File: src/rtl/sha256_ctrl_pkg.sv
// Shared types and constants for the SHA256 single-block sequencer.
package sha256_ctrl_pkg;

    localparam int unsigned SHA_ROUNDS     = 64;
    localparam int unsigned SHA_HASH_WORDS = 8;
    localparam int unsigned ROUND_W        = $clog2(SHA_ROUNDS);
    localparam int unsigned ADDR_W         = $clog2(SHA_HASH_WORDS);

    typedef enum logic [2:0] {
        StIdle,
        StPadStart,
        StPadWait,
        StLoad,
        StRound,
        StUpdate,
        StWrite,
        StDone
    } state_e;

endpackage

File: src/rtl/sha256_ctrl_cnt.sv
// Up-counter with synchronous clear (priority over enable) and a decoded terminal-count flag.
module sha256_ctrl_cnt #(
    parameter int unsigned Width  = 6,
    parameter int unsigned MaxVal = 63
) (
    input  logic             clock_i,
    input  logic             reset_i,
    input  logic             clr_i,
    input  logic             en_i,
    output logic [Width-1:0] cnt_o,
    output logic             tc_o
);

    logic [Width-1:0] cnt_d, cnt_q;

    always_comb begin
        cnt_d = cnt_q;
        if (clr_i) begin
            cnt_d = '0;
        end else if (en_i) begin
            cnt_d = cnt_q + Width'(1);
        end
    end

    always_ff @(posedge clock_i or posedge reset_i) begin
        if (reset_i) begin
            cnt_q <= '0;
        end else begin
            cnt_q <= cnt_d;
        end
    end

    assign cnt_o = cnt_q;
    assign tc_o  = (cnt_q == Width'(MaxVal));

endmodule

File: src/rtl/sha256_ctrl.sv
// Sequencer for the SHA256 single-block datapath: pad, load, 64 rounds, update, digest write.
// Optional padder watchdog enabled by defining SHA_CTRL_TIMEOUT_EN.
module sha256_ctrl
    import sha256_ctrl_pkg::*;
#(
    parameter int unsigned MAX_MESSAGE_LENGTH = 55,
    parameter int unsigned TIMEOUT_CYCLES     = 256,
    localparam int unsigned LEN_W             = $clog2(MAX_MESSAGE_LENGTH)
) (
    input  logic              clock_i,
    input  logic              reset_i,
    input  logic              go_sig_i,
    input  logic [LEN_W-1:0]  msg_len_i,
    output logic              pad_go_o,
    output logic [LEN_W-1:0]  pad_len_o,
    input  logic              pad_rdy_i,
    output logic              sched_load_o,
    output logic              hash_init_o,
    output logic              round_en_o,
    output logic [ROUND_W-1:0] round_idx_o,
    output logic              hash_update_o,
    output logic              out_mem_en_o,
    output logic              out_mem_write_o,
    output logic [ADDR_W-1:0] out_mem_addr_o,
    output logic              busy_o,
    output logic              done_o,
    output logic              err_o
);

    state_e state_d, state_q;
    logic   go_accept;
    logic   rnd_tc, wr_tc, timeout;
    logic [LEN_W-1:0] pad_len_d, pad_len_q;

    assign go_accept = go_sig_i && ((state_q == StIdle) || (state_q == StDone));

    sha256_ctrl_cnt #(
        .Width  (ROUND_W),
        .MaxVal (SHA_ROUNDS - 1)
    ) u_round_cnt (
        .clock_i (clock_i),
        .reset_i (reset_i),
        .clr_i   (state_q == StLoad),
        .en_i    ((state_q == StRound) && !rnd_tc),
        .cnt_o   (round_idx_o),
        .tc_o    (rnd_tc)
    );

    sha256_ctrl_cnt #(
        .Width  (ADDR_W),
        .MaxVal (SHA_HASH_WORDS - 1)
    ) u_write_cnt (
        .clock_i (clock_i),
        .reset_i (reset_i),
        .clr_i   (state_q == StUpdate),
        .en_i    ((state_q == StWrite) && !wr_tc),
        .cnt_o   (out_mem_addr_o),
        .tc_o    (wr_tc)
    );

`ifdef SHA_CTRL_TIMEOUT_EN
    localparam int unsigned WdW = (TIMEOUT_CYCLES > 1) ? $clog2(TIMEOUT_CYCLES) : 1;

    logic [WdW-1:0] wd_cnt;
    logic           wd_tc;
    logic           err_d, err_q;

    // Count holds TIMEOUT_CYCLES-1 on the last permitted PAD_WAIT cycle.
    sha256_ctrl_cnt #(
        .Width  (WdW),
        .MaxVal (TIMEOUT_CYCLES - 1)
    ) u_wd_cnt (
        .clock_i (clock_i),
        .reset_i (reset_i),
        .clr_i   (state_q == StPadStart),
        .en_i    ((state_q == StPadWait) && !wd_tc),
        .cnt_o   (wd_cnt),
        .tc_o    (wd_tc)
    );

    assign timeout = (state_q == StPadWait) && !pad_rdy_i && wd_tc;

    always_comb begin
        err_d = err_q;
        if (go_accept) begin
            err_d = 1'b0;
        end else if (timeout) begin
            err_d = 1'b1;
        end
    end

    always_ff @(posedge clock_i or posedge reset_i) begin
        if (reset_i) begin
            err_q <= 1'b0;
        end else begin
            err_q <= err_d;
        end
    end

    assign err_o = err_q;
`else
    assign timeout = 1'b0;
    assign err_o   = 1'b0;
`endif

    always_comb begin
        pad_len_d = pad_len_q;
        if (go_accept) begin
            pad_len_d = msg_len_i;
        end
    end

    always_ff @(posedge clock_i or posedge reset_i) begin
        if (reset_i) begin
            state_q   <= StIdle;
            pad_len_q <= '0;
        end else begin
            state_q   <= state_d;
            pad_len_q <= pad_len_d;
        end
    end

    always_comb begin
        state_d = state_q;
        case (state_q)
            StIdle, StDone: if (go_accept) state_d = StPadStart;
            StPadStart:     state_d = StPadWait;
            StPadWait: begin
                if (pad_rdy_i) begin
                    state_d = StLoad;
                end else if (timeout) begin
                    state_d = StIdle;
                end
            end
            StLoad:         state_d = StRound;
            StRound:        if (rnd_tc) state_d = StUpdate;
            StUpdate:       state_d = StWrite;
            StWrite:        if (wr_tc) state_d = StDone;
            default:        state_d = StIdle;
        endcase
    end

    // Moore decode from registered state only; no input reaches an output combinationally.
    always_comb begin
        pad_go_o        = 1'b0;
        sched_load_o    = 1'b0;
        hash_init_o     = 1'b0;
        round_en_o      = 1'b0;
        hash_update_o   = 1'b0;
        out_mem_en_o    = 1'b0;
        out_mem_write_o = 1'b0;
        busy_o          = 1'b1;
        done_o          = 1'b0;
        case (state_q)
            StIdle:     busy_o = 1'b0;
            StPadStart: pad_go_o = 1'b1;
            StLoad: begin
                sched_load_o = 1'b1;
                hash_init_o  = 1'b1;
            end
            StRound:    round_en_o = 1'b1;
            StUpdate:   hash_update_o = 1'b1;
            StWrite: begin
                out_mem_en_o    = 1'b1;
                out_mem_write_o = 1'b1;
            end
            StDone: begin
                busy_o = 1'b0;
                done_o = 1'b1;
            end
            default: ;
        endcase
    end

    assign pad_len_o = pad_len_q;

endmodule

File: config.mk
export PLATFORM = sky130hd
export DESIGN_NAME = sha256_ctrl
export DESIGN_NICKNAME = d
export VERILOG_FILES = /design/src/rtl/sha256_ctrl_pkg.sv /design/src/rtl/sha256_ctrl_cnt.sv /design/src/rtl/sha256_ctrl.sv
export SDC_FILE = /design/constraint.sdc
export NUM_CORES = 1
export LEC_CHECK = 0
export BUFFER_PORTS_ARGS = -buffer_cell sky130_fd_sc_hd__buf_2
export CORE_UTILIZATION = 49
export CTS_CLUSTER_DIAMETER = 150
export DETAILED_ROUTE_END_ITERATION = 8
export GPL_ROUTABILITY_DRIVEN = 0
export PLACE_DENSITY = 0.83
export RECOVER_POWER = 100
export SLEW_MARGIN = 15
export SYNTH_ARGS = -nofsm -noshare
export SYNTH_HDL_FRONTEND = slang
export SYNTH_SLANG_ARGS = --single-unit
File: constraint.sdc
create_clock -name clock_i -period 2.1 [get_ports clock_i]
set_input_delay 0.105 -clock clock_i [delete_from_list [all_inputs] [get_ports clock_i]]
set_output_delay 0.105 -clock clock_i [all_outputs]
set_load 0.005 [all_outputs]
==> results.py, run 1 <==
metrics = {
    "layout": {
        "regArea_sq_um": 450,
        "nFillCells": 180,
        "multiInputGateArea_sq_um": 470,
        "num_antenna_cells": 0,
        "mostFrequentLayoutCell": "buf_2",
        "final_nets": 140,
        "syn2layout_area_growth_pct": 12.1,
        "layout_common_cells": "27 x buf_2, 18 x dfrtp_1, 9 x nor2_1, 7 x ha_1",
        "drive_gt1_share_pct": 29.5,
    },
    "setup_path": {
        "r2r_slack_ns": 0.31,
        "critPathCaptureType": "flop",
        "critPathMaxFanout": 6,
        "cp.required_ns": 2.29,
        "r2r_cells": 5,
        "worstSetupPathType": "flop to flop",
        "cp.arrival_ns": 1.97,
        "reg2reg_to": "pad_len_o[0]",
        "rr_startpoint": "state_q[1]",
        "start_kind": "flop",
    },
    "clocking": {
        "cts_buffer_depth": 2,
        "clk_pin_slew_worst_paths_ns": 0.11,
        "post-cts-setup-buffers": 0,
        "clockRootBuffer": "clkbuf_4",
        "tritoncts": "done",
        "clock_latency_ns": 0.30,
        "cts_inserted_buffers": 3,
        "clock-sinks": 18,
        "htreeDepth": 1,
    },
    "yosys": {
        "muxShareOfSynthArea_pct": 16.9,
        "syn-num-nets": 107,
        "synthTopCellsByArea": "dfrtp_1 43%, mux2_4 10%, ha_1 8.3%",
        "async_flop_share_pct": 100,
        "synth_top_family_by_area": "multiplexers",
        "synth_xor_area_share_pct": 3.33,
        "yosysWarnings": 0,
        "synthesis.area_sq_um": 1050,
        "dominantRegCellSynth": "dfrtp_1",
        "syn_inst": 90,
        "ys_seq_elements": 18,
        "synthAdderAreaFrac_pct": 8.31,
        "synth_top_area_share_pct": 42.8,
        "synth-compound-area-share_pct": 7.36,
        "seq_area_frac_synth_pct": 42.8,
        "synth_top_cell_by_area": "dfrtp_1",
        "synth_edf_count": 0,
        "synth_cell_types": 29,
        "post_synth.cell_area_avg_sq_um": 11.7,
        "synth_simple_gate_area_share_pct": 14.1,
    },
    "global_route": {
        "antenna_found_initial": 0,
        "gr-usage-all-layers_pct": 18.6,
        "grt_max_degree": 19,
        "grt_pass1_wl_um": 3330,
        "grt_pass1_vias": 722,
        "overflow": 0,
    },
    "power": {
        "p_per_area_nw_per_um2": 1210,
        "peakVddDrop_mv": 0.667,
        "p_leak_nw": 0.642,
    },
    "die": {
        "rows": 16,
        "fp.dieArea_sq_um": 2340,
        "io_pins": 35,
        "die_width_um": 48.4,
        "core_sq_um": 1980,
        "die_y_um": 48.4,
        "initial_core_util_pct": 53.2,
    },
    "worst_hold_path": {
        "hp-start": "msg_len_i[3]",
        "hp-class": "primary input to flop",
        "holdPathStages": 2,
        "hold-path-endpoint": "pad_len_o[3]",
    },
    "place": {
        "dp_hpwl_um": 1490,
        "place_ws_ns": 0.426,
        "portBuffers": 33,
    },
    "sta": {
        "fin_skew_ns": 0.0127,
        "rsz0062_at_grt": "false",
        "max_freq_mhz": 559,
        "fin_ws_ns": 0.311,
        "relSlewSlack_pct": 54.1,
        "fin_tns_setup_ns": 0,
        "worst_slew_pin_slew_ns": 0.688,
        "min_period_ns": 1.79,
        "hold_violations": 0,
        "finalSetupViolations": 0,
        "finalCritPeriodShare_pct": 85.2,
        "maxSlewViolCount": 0,
    },
    "route": {
        "drc": 0,
        "drt_iter0_drc": 7,
        "wl_per_cell_um": 13.3,
        "first_pass_iters": 4,
        "finalWirelength_um": 1980,
        "vias_per_cell": 4.97,
        "vias": 740,
        "drtAntennaViolNets": 0,
    },
    "flow_run": {
        "max-cap-violations": 0,
    },
    "status": {
        "status": "complete, no violations",
    },
}
-- flip-flops by register name, summed over array words and instances (netlist names) --
name / count
pad_len_o: 6
state_q: 3
u_round_cnt.cnt_o: 6
u_write_cnt.cnt_o: 3
-- cell families (layout without fill, tap and decap cells) --
group / count (synthesis) / count (layout)
buffers and inverters: 12 / 44
flip-flops: 18 / 18
other: 1 / 1
AO/OA/AOI/OAI: 11 / 11
AND/OR/NAND/NOR: 24 / 24
XOR/XNOR: 4 / 4
multiplexers: 13 / 13
adder cells (fa/ha/maj): 7 / 7
-- worst max-delay path, cell delays in order, from the launching register on --
cell	delay (ns)
dfrtp_1	0.42
inv_1	0.08
ha_1	0.23
mux2i_1	0.23
nand2b_1	0.33
mux2_1	0.38
-- layout make-up --
type / count / share of cell area, %
Tap cell: 27 / 2.86
Multi-Input combinational cell: 60 / 39.8
Inverter: 6 / 1.91
Timing Repair Buffer: 34 / 14.2
Clock buffer: 4 / 3.07
Sequential cell: 18 / 38.1
-- cells in the mapped netlist (all sizes together) (3+ instances only) --
library cell  instances
buf                   6
mux2i                 6
and2                  4
o21ai                 4
inv                   6
a21oi                 3
nand2b                3
mux2                  7
xor2                  3
ha                    7
nor2                  9
dfrtp                18
-- through the flow --
stage	cells	instance area, sq um	hold WS (ns)	power [W]	utilization [%]
after global routing	149	1180	0.0158	0.00153	59.6
after floorplan	90	1050	0.0436	0.00118	-
after CTS	149	1250	0.0377	0.00160	63.0
after detailed placement	144	1200	0.231	0.00138	60.7
final	149	1180	0.0296	0.00142	59.6
after global placement	144	1200	0.228	0.00135	60.7
-- layer usage --
metal  wire (um)  GRT usage, %  up-vias  share of wire, %
met5           0             0        -                 0
met4          14          7.35        0              0.71
met3         108          4.09        2               5.5
met2         955          31.0       27                48
met1         899          23.5      347                45
li1            -             -      364                 -
-- where the power goes --
group / internal [W] / total [W] / switching [W]
Clock: 0.000106 / 0.000217 / 0.000111
Combinational: 0.000313 / 0.000639 / 0.000326
Sequential: 0.000465 / 0.000569 / 0.000104
Total: 0.000884 / 0.00142 / 0.000541
-- how the worst max path moves through the flow --
stage / from / endpoint / slack [ns] / cells after the start
after floorplan: u_write_cnt.cnt_o[0] / state_q[1] / 0.50 / 6
after global placement: u_write_cnt.cnt_o[0] / state_q[1] / 0.48 / 6
after detailed placement: u_write_cnt.cnt_o[0] / state_q[1] / 0.43 / 6
after CTS: u_write_cnt.cnt_o[0] / state_q[1] / 0.39 / 6
after global routing: u_write_cnt.cnt_o[0] / state_q[1] / 0.21 / 6
final: state_q[1] / pad_len_o[0] / 0.31 / 5
-- what timing repair did --
item	in CTS	in global routing
hold endpoints to repair	18	0
resized for setup	0	0
hold buffers	1	0
Note: power is estimated with default switching activity, not from simulation.
==> run 2: changes to the inputs <==
--- a/config.mk
+++ b/config.mk
@@ -5,12 +5,12 @@
 export SDC_FILE = /design/constraint.sdc
 export NUM_CORES = 1
 export LEC_CHECK = 0
-export BUFFER_PORTS_ARGS = -buffer_cell sky130_fd_sc_hd__buf_2
-export CORE_UTILIZATION = 49
+export CORE_UTILIZATION = 60
 export CTS_CLUSTER_DIAMETER = 150
 export DETAILED_ROUTE_END_ITERATION = 8
+export DONT_BUFFER_PORTS = 1
 export GPL_ROUTABILITY_DRIVEN = 0
-export PLACE_DENSITY = 0.83
+export PLACE_DENSITY = 0.81
 export RECOVER_POWER = 100
 export SLEW_MARGIN = 15
 export SYNTH_ARGS = -nofsm -noshare
==> run 2 against run 1 <==
Against the previous run: the run now ends with DRC left; final area shrank 7.9%; die area shrank 18%; routed wire length shrank 8.1%; fmax shrank 2.0%; core utilization grew 9.4 points; global-route usage grew 2.7 points; critical path depth grew 1; register-to-register slack lost 0.04 ns; sequential share of layout area grew 3.3 points; highest routed layer unchanged.
==> results.py, run 2 (synthesis results as in run 1) <==
metrics = {
    "sta": {
        "relSlewSlack_pct": 55.4,
        "finalCritPeriodShare_pct": 86.9,
        "maxSlewViolCount": 0,
        "fin_ws_ns": 0.275,
        "fin_hold_ws_ns": 0.0716,
        "fin_skew_ns": 0.00176,
        "max_freq_mhz": 548,
        "fin_tns_setup_ns": 0,
        "worst_slew_pin_slew_ns": 0.669,
        "hold_violations": 0,
        "min_period_ns": 1.83,
        "rsz0062_at_grt": "false",
        "finalSetupViolations": 0,
    },
    "setup_path": {
        "r2r_cells": 6,
        "path_cells": "inv_1 > ha_1 > mux2i_1 > o2bb2ai_2 > nand2b_4 > mux2_1",
        "worstSetupPathType": "flop to flop",
        "cp.required_ns": 2.28,
        "cp_top_family": "multiplexers",
        "critPathCaptureType": "flop",
        "critPathMaxStageDelay_ns": 0.40,
        "critPathMaxFanout": 4,
        "path_depth": 6,
        "worst-path-buf-inv": 1,
        "start_kind": "flop",
        "cp.arrival_ns": 2.00,
        "slowest_stage": "dfrtp_1",
    },
    "global_route": {
        "grt_max_degree": 19,
        "gr-usage-all-layers_pct": 21.3,
        "antenna_found_initial": 0,
        "grt_pass1_wl_um": 2920,
        "grt_pass1_vias": 666,
        "overflow": 0,
    },
    "power": {
        "p_leak_nw": 0.548,
        "p_per_area_nw_per_um2": 1240,
        "peakVddDrop_mv": 0.598,
    },
    "route": {
        "wl_per_cell_um": 16.4,
        "finalWirelength_um": 1820,
        "drtAntennaViolNets": 0,
        "drc": 2,
        "vias": 666,
        "vias_per_cell": 6.00,
        "drt_iter0_drc": 9,
        "first_pass_iters": 8,
    },
    "layout": {
        "layout_common_cells": "18 x dfrtp_1, 9 x nor2_1, 7 x ha_1, 7 x dlygate4sd3_1",
        "final_nets": 113,
        "final_cells": 111,
        "drive_gt1_share_pct": 11.6,
        "postLayoutCoreUtil_pct": 69.0,
        "syn2layout_area_growth_pct": 3.21,
        "mostFrequentLayoutCell": "dfrtp_1",
        "num_antenna_cells": 0,
    },
    "place": {
        "place_ws_ns": 0.371,
        "portBuffers": 0,
        "dp_hpwl_um": 1320,
        "post-place-cells": 100,
    },
    "clocking": {
        "cts_resized": 0,
        "cts_buffer_depth": 2,
        "clk_pin_slew_worst_paths_ns": 0.10,
        "post-cts-setup-buffers": 0,
        "htreeDepth": 1,
        "tritoncts": "done",
        "clockRootBuffer": "clkbuf_4",
        "postCtsHoldBufs": 7,
        "clock-sinks": 18,
        "clock_latency_ns": 0.29,
        "cts_inserted_buffers": 3,
    },
    "die": {
        "initial_core_util_pct": 66.8,
        "rows": 14,
        "fp.dieArea_sq_um": 1930,
        "io_pins": 35,
        "die_width_um": 43.9,
        "die_y_um": 43.9,
        "core_sq_um": 1580,
    },
    "worst_hold_path": {
        "hp-class": "primary input to flop",
        "holdPathStages": 2,
    },
    "flow_run": {
        "max-cap-violations": 0,
    },
    "status": {
        "status": "complete, but fails checks",
        "violations": "DRC",
    },
}
==> run 2: cell count changes in the layout (fill, tap and decap cells not counted) <==
cell	change
dlygate4sd3_1	+6
nand2b_4	+2
o21ai_1	+1
o2bb2ai_1	-1
nand2b_1	-2
clkbuf_1	-6
buf_2	-27
o2bb2ai_2	+1
o21ai_2	-1
==> run 2: area by class of cell <==
| class | instances | area, sq um |
|---|---|---|
| Clock buffer | 4 | 36.3 |
| Fill cell | 124 | 489 |
| Inverter | 6 | 22.5 |
| Multi-Input combinational cell | 60 | 488 |
| Sequential cell | 18 | 450 |
| Tap cell | 16 | 20.0 |
| Timing Repair Buffer | 7 | 70.1 |
==> run 2: per-stage QoR <==
| stage | total power, W | cell area (sq um) |
|---|---|---|
| 4_1_cts | 0.00148 | 1130 |
| 2_1_floorplan | 0.00118 | 1050 |
| 3_5_place_dp | 0.00125 | 1020 |
| 5_1_grt | 0.00145 | 1090 |
| 3_3_place_gp | 0.00122 | 1020 |
| 6_report | 0.00135 | 1090 |
==> run 2: worst paths after layout <==
check / start / endpoint / slack (ns)
max: state_q[0] / state_q[1] / 0.27
min: go_sig_i / pad_len_o[5] / 0.07
max reg2reg: state_q[0] / state_q[1] / 0.27
min reg2reg: pad_len_o[0] / pad_len_o[0] / 0.54
max in group asynchronous: reset_i / u_round_cnt.cnt_o[5] / 1.33
min in group asynchronous: reset_i / pad_len_o[4] / 0.34
==> run 2: report_power, final <==
part	total [W]	internal (W)	switching, W	leakage, nW
Sequential	0.000591	0.000466	0.000125	0.230
Clock	0.000210	0.000106	0.000105	0.0210
Combinational	0.000545	0.000259	0.000286	0.298
==> run 2: layer usage <==
| layer | vias to the layer above | GRT usage, % | part of all wire, % |
|---|---|---|---|
| met4 | 0 | 9.70 | 2.0 |
| met1 | 325 | 25.0 | 41 |
| met2 | 27 | 34.0 | 48 |
| met3 | 4 | 8.75 | 8.7 |
| li1 | 310 | - | - |
| met5 | - | 0 | 0 |
==> run 3: changes to the inputs <==
--- a/config.mk
+++ b/config.mk
@@ -5,12 +5,12 @@
 export SDC_FILE = /design/constraint.sdc
 export NUM_CORES = 1
 export LEC_CHECK = 0
-export CORE_UTILIZATION = 60
+export CORE_UTILIZATION = 35
 export CTS_CLUSTER_DIAMETER = 150
 export DETAILED_ROUTE_END_ITERATION = 8
 export DONT_BUFFER_PORTS = 1
 export GPL_ROUTABILITY_DRIVEN = 0
-export PLACE_DENSITY = 0.81
+export PLACE_DENSITY = 0.54
 export RECOVER_POWER = 100
 export SLEW_MARGIN = 15
 export SYNTH_ARGS = -nofsm -noshare
==> run 3 against run 2 <==
Against the previous run: the flow still finishes with violations (DRC); die area is 68% higher; via count decreased by 1.1%; fmax rose by 1.9%; sequential share of layout area shrank 0.84 points; total power fell by 0.28%; clock-buffer cell count is the same; clock skew is 0.0039 ns higher; non-clock buffer count stayed put; combinational power shrank 1%; largest cell class unchanged.
==> results.py, run 3 (synthesis results as in run 1) <==
metrics = {
    "status": {
        "status": "complete, but fails checks",
        "violations": "DRC",
    },
    "setup_path": {
        "start_kind": "flop",
        "cp.required_ns": 2.29,
        "cp.arrival_ns": 1.98,
        "critPathMaxFanout": 4,
        "worstSetupPathType": "flop to flop",
        "r2r_slack_ns": 0.31,
        "critPathCaptureType": "flop",
    },
    "sta": {
        "finalCritPeriodShare_pct": 85.3,
        "min_period_ns": 1.79,
        "maxSlewViolCount": 0,
        "hold_violations": 0,
        "max_freq_mhz": 558,
        "fin_tns_setup_ns": 0,
        "finalSetupViolations": 0,
        "fin_skew_ns": 0.00564,
        "rsz0062_at_grt": "false",
        "relSlewSlack_pct": 55.0,
        "worst_slew_pin_slew_ns": 0.675,
    },
    "clocking": {
        "cts_inserted_buffers": 3,
        "clock-sinks": 18,
        "clk_pin_slew_worst_paths_ns": 0.11,
        "clock_latency_ns": 0.30,
        "tritoncts": "done",
        "clockRootBuffer": "clkbuf_4",
        "htreeDepth": 1,
        "cts_resized": 0,
        "cts_buffer_depth": 2,
    },
    "global_route": {
        "gr-usage-all-layers_pct": 12.9,
        "grt_pass1_vias": 657,
        "grt_max_degree": 19,
        "overflow": 0,
        "antenna_found_initial": 0,
        "grt_pass1_wl_um": 3110,
    },
    "layout": {
        "layout_common_cells": "18 x dfrtp_1, 9 x nor2_1, 7 x ha_1, 7 x dlygate4sd3_1",
        "regArea_sq_um": 450,
        "syn2layout_area_growth_pct": 5.34,
        "num_antenna_cells": 0,
        "nFillCells": 290,
        "drive_gt1_share_pct": 12.6,
        "mostFrequentLayoutCell": "dfrtp_1",
        "stdcell_area_sq_um": 1110,
        "final_nets": 113,
        "multiInputGateArea_sq_um": 492,
    },
    "power": {
        "power.internal_w": 0.000837,
        "comb_power_share_pct": 40.0,
        "peakVddDrop_mv": 0.504,
        "p_leak_nw": 0.553,
        "swShare_pct": 37.7,
        "p_seq_share_pct": 43.9,
        "switching_power_w": 0.000505,
        "p_per_area_nw_per_um2": 1210,
        "p_clk_share_pct": 16.2,
    },
    "die": {
        "io_pins": 35,
        "fp.dieArea_sq_um": 3230,
        "die_width_um": 56.9,
        "die_y_um": 56.9,
        "rows": 19,
        "core_sq_um": 2810,
        "initial_core_util_pct": 37.6,
    },
    "route": {
        "drtAntennaViolNets": 0,
        "drc": 4,
        "first_pass_iters": 6,
        "wl_per_cell_um": 14.7,
        "finalWirelength_um": 1850,
        "vias": 659,
        "vias_per_cell": 5.23,
        "drt_iter0_drc": 19,
    },
    "place": {
        "portBuffers": 0,
        "dp_hpwl_um": 1430,
        "post_dp_cell_area_sq_um": 1040,
    },
    "worst_hold_path": {
        "hp-class": "primary input to flop",
    },
    "flow_run": {
        "max-cap-violations": 0,
    },
}
==> run 3: cell counts in the layout (fill, tap and decap cells not counted) <==
No cell type changed its count.
==> run 3: path summary, 6_finish.rpt <==
kind | startpoint | to | depth (start not counted)
worst max-delay path | state_q[1] | state_q[1] | 6
worst min-delay path | go_sig_i | pad_len_o[1] | 2
worst max register to register | state_q[1] | state_q[1] | 6
worst min register to register | pad_len_o[0] | pad_len_o[0] | 1
max in group asynchronous | reset_i | state_q[0] | 2
min in group asynchronous | reset_i | pad_len_o[3] | 2
==> run 3: through the flow <==
stage          hold slack [ns]  setup slack (ns)  util [%]  instances  power [W]
5_1_grt                 0.0795             0.162      39.6        126    0.00145
4_1_cts                 0.0755             0.394      40.9        126    0.00147
3_3_place_gp             0.141             0.419      37.2        115    0.00124
3_5_place_dp             0.143             0.398      37.2        115    0.00125
6_report                0.0705             0.309      39.6        126    0.00134
2_1_floorplan           0.0436             0.495         -         90    0.00118
==> run 3: power groups by stage <==
stage	combinational, W	sequential [W]	clock, W
4_1_cts	0.000649	0.000599	0.000225
3_3_place_gp	0.000637	0.000600	0
2_1_floorplan	0.000631	0.000550	0
5_1_grt	0.000606	0.000610	0.000238
6_report	0.000537	0.000589	0.000217
3_5_place_dp	0.000641	0.000605	0
==> run 3: what timing repair did <==
action	CTS	global route
endpoints found under the hold margin	24	0
hold buffers	7	0
buffers inserted	0	0
==> run 3: final cells by class <==
cell class                      count  area share, %
Timing Repair Buffer                7           6.31
Tap cell                           31           3.49
Sequential cell                    18           40.6
Multi-Input combinational cell     60           44.3
Clock buffer                        4           3.27
Inverter                            6           2.03
==> run 3: worst max-delay path: stages (launching register included) <==
cell and delay [ns]:
dfrtp_1 0.42, inv_1 0.08, ha_1 0.22, mux2i_1 0.35
o2bb2ai_2 0.13, nand2b_4 0.17, mux2_1 0.33
==> run 3: routing by layer <==
| metal | share of wire, % | up-vias | track usage, % |
|---|---|---|---|
| met2 | 48 | 32 | 19.6 |
| li1 | - | 306 | - |
| met5 | 0 | - | 0 |
| met3 | 12 | 4 | 7.60 |
| met4 | 1.3 | 0 | 4.18 |
| met1 | 39 | 317 | 15.2 |
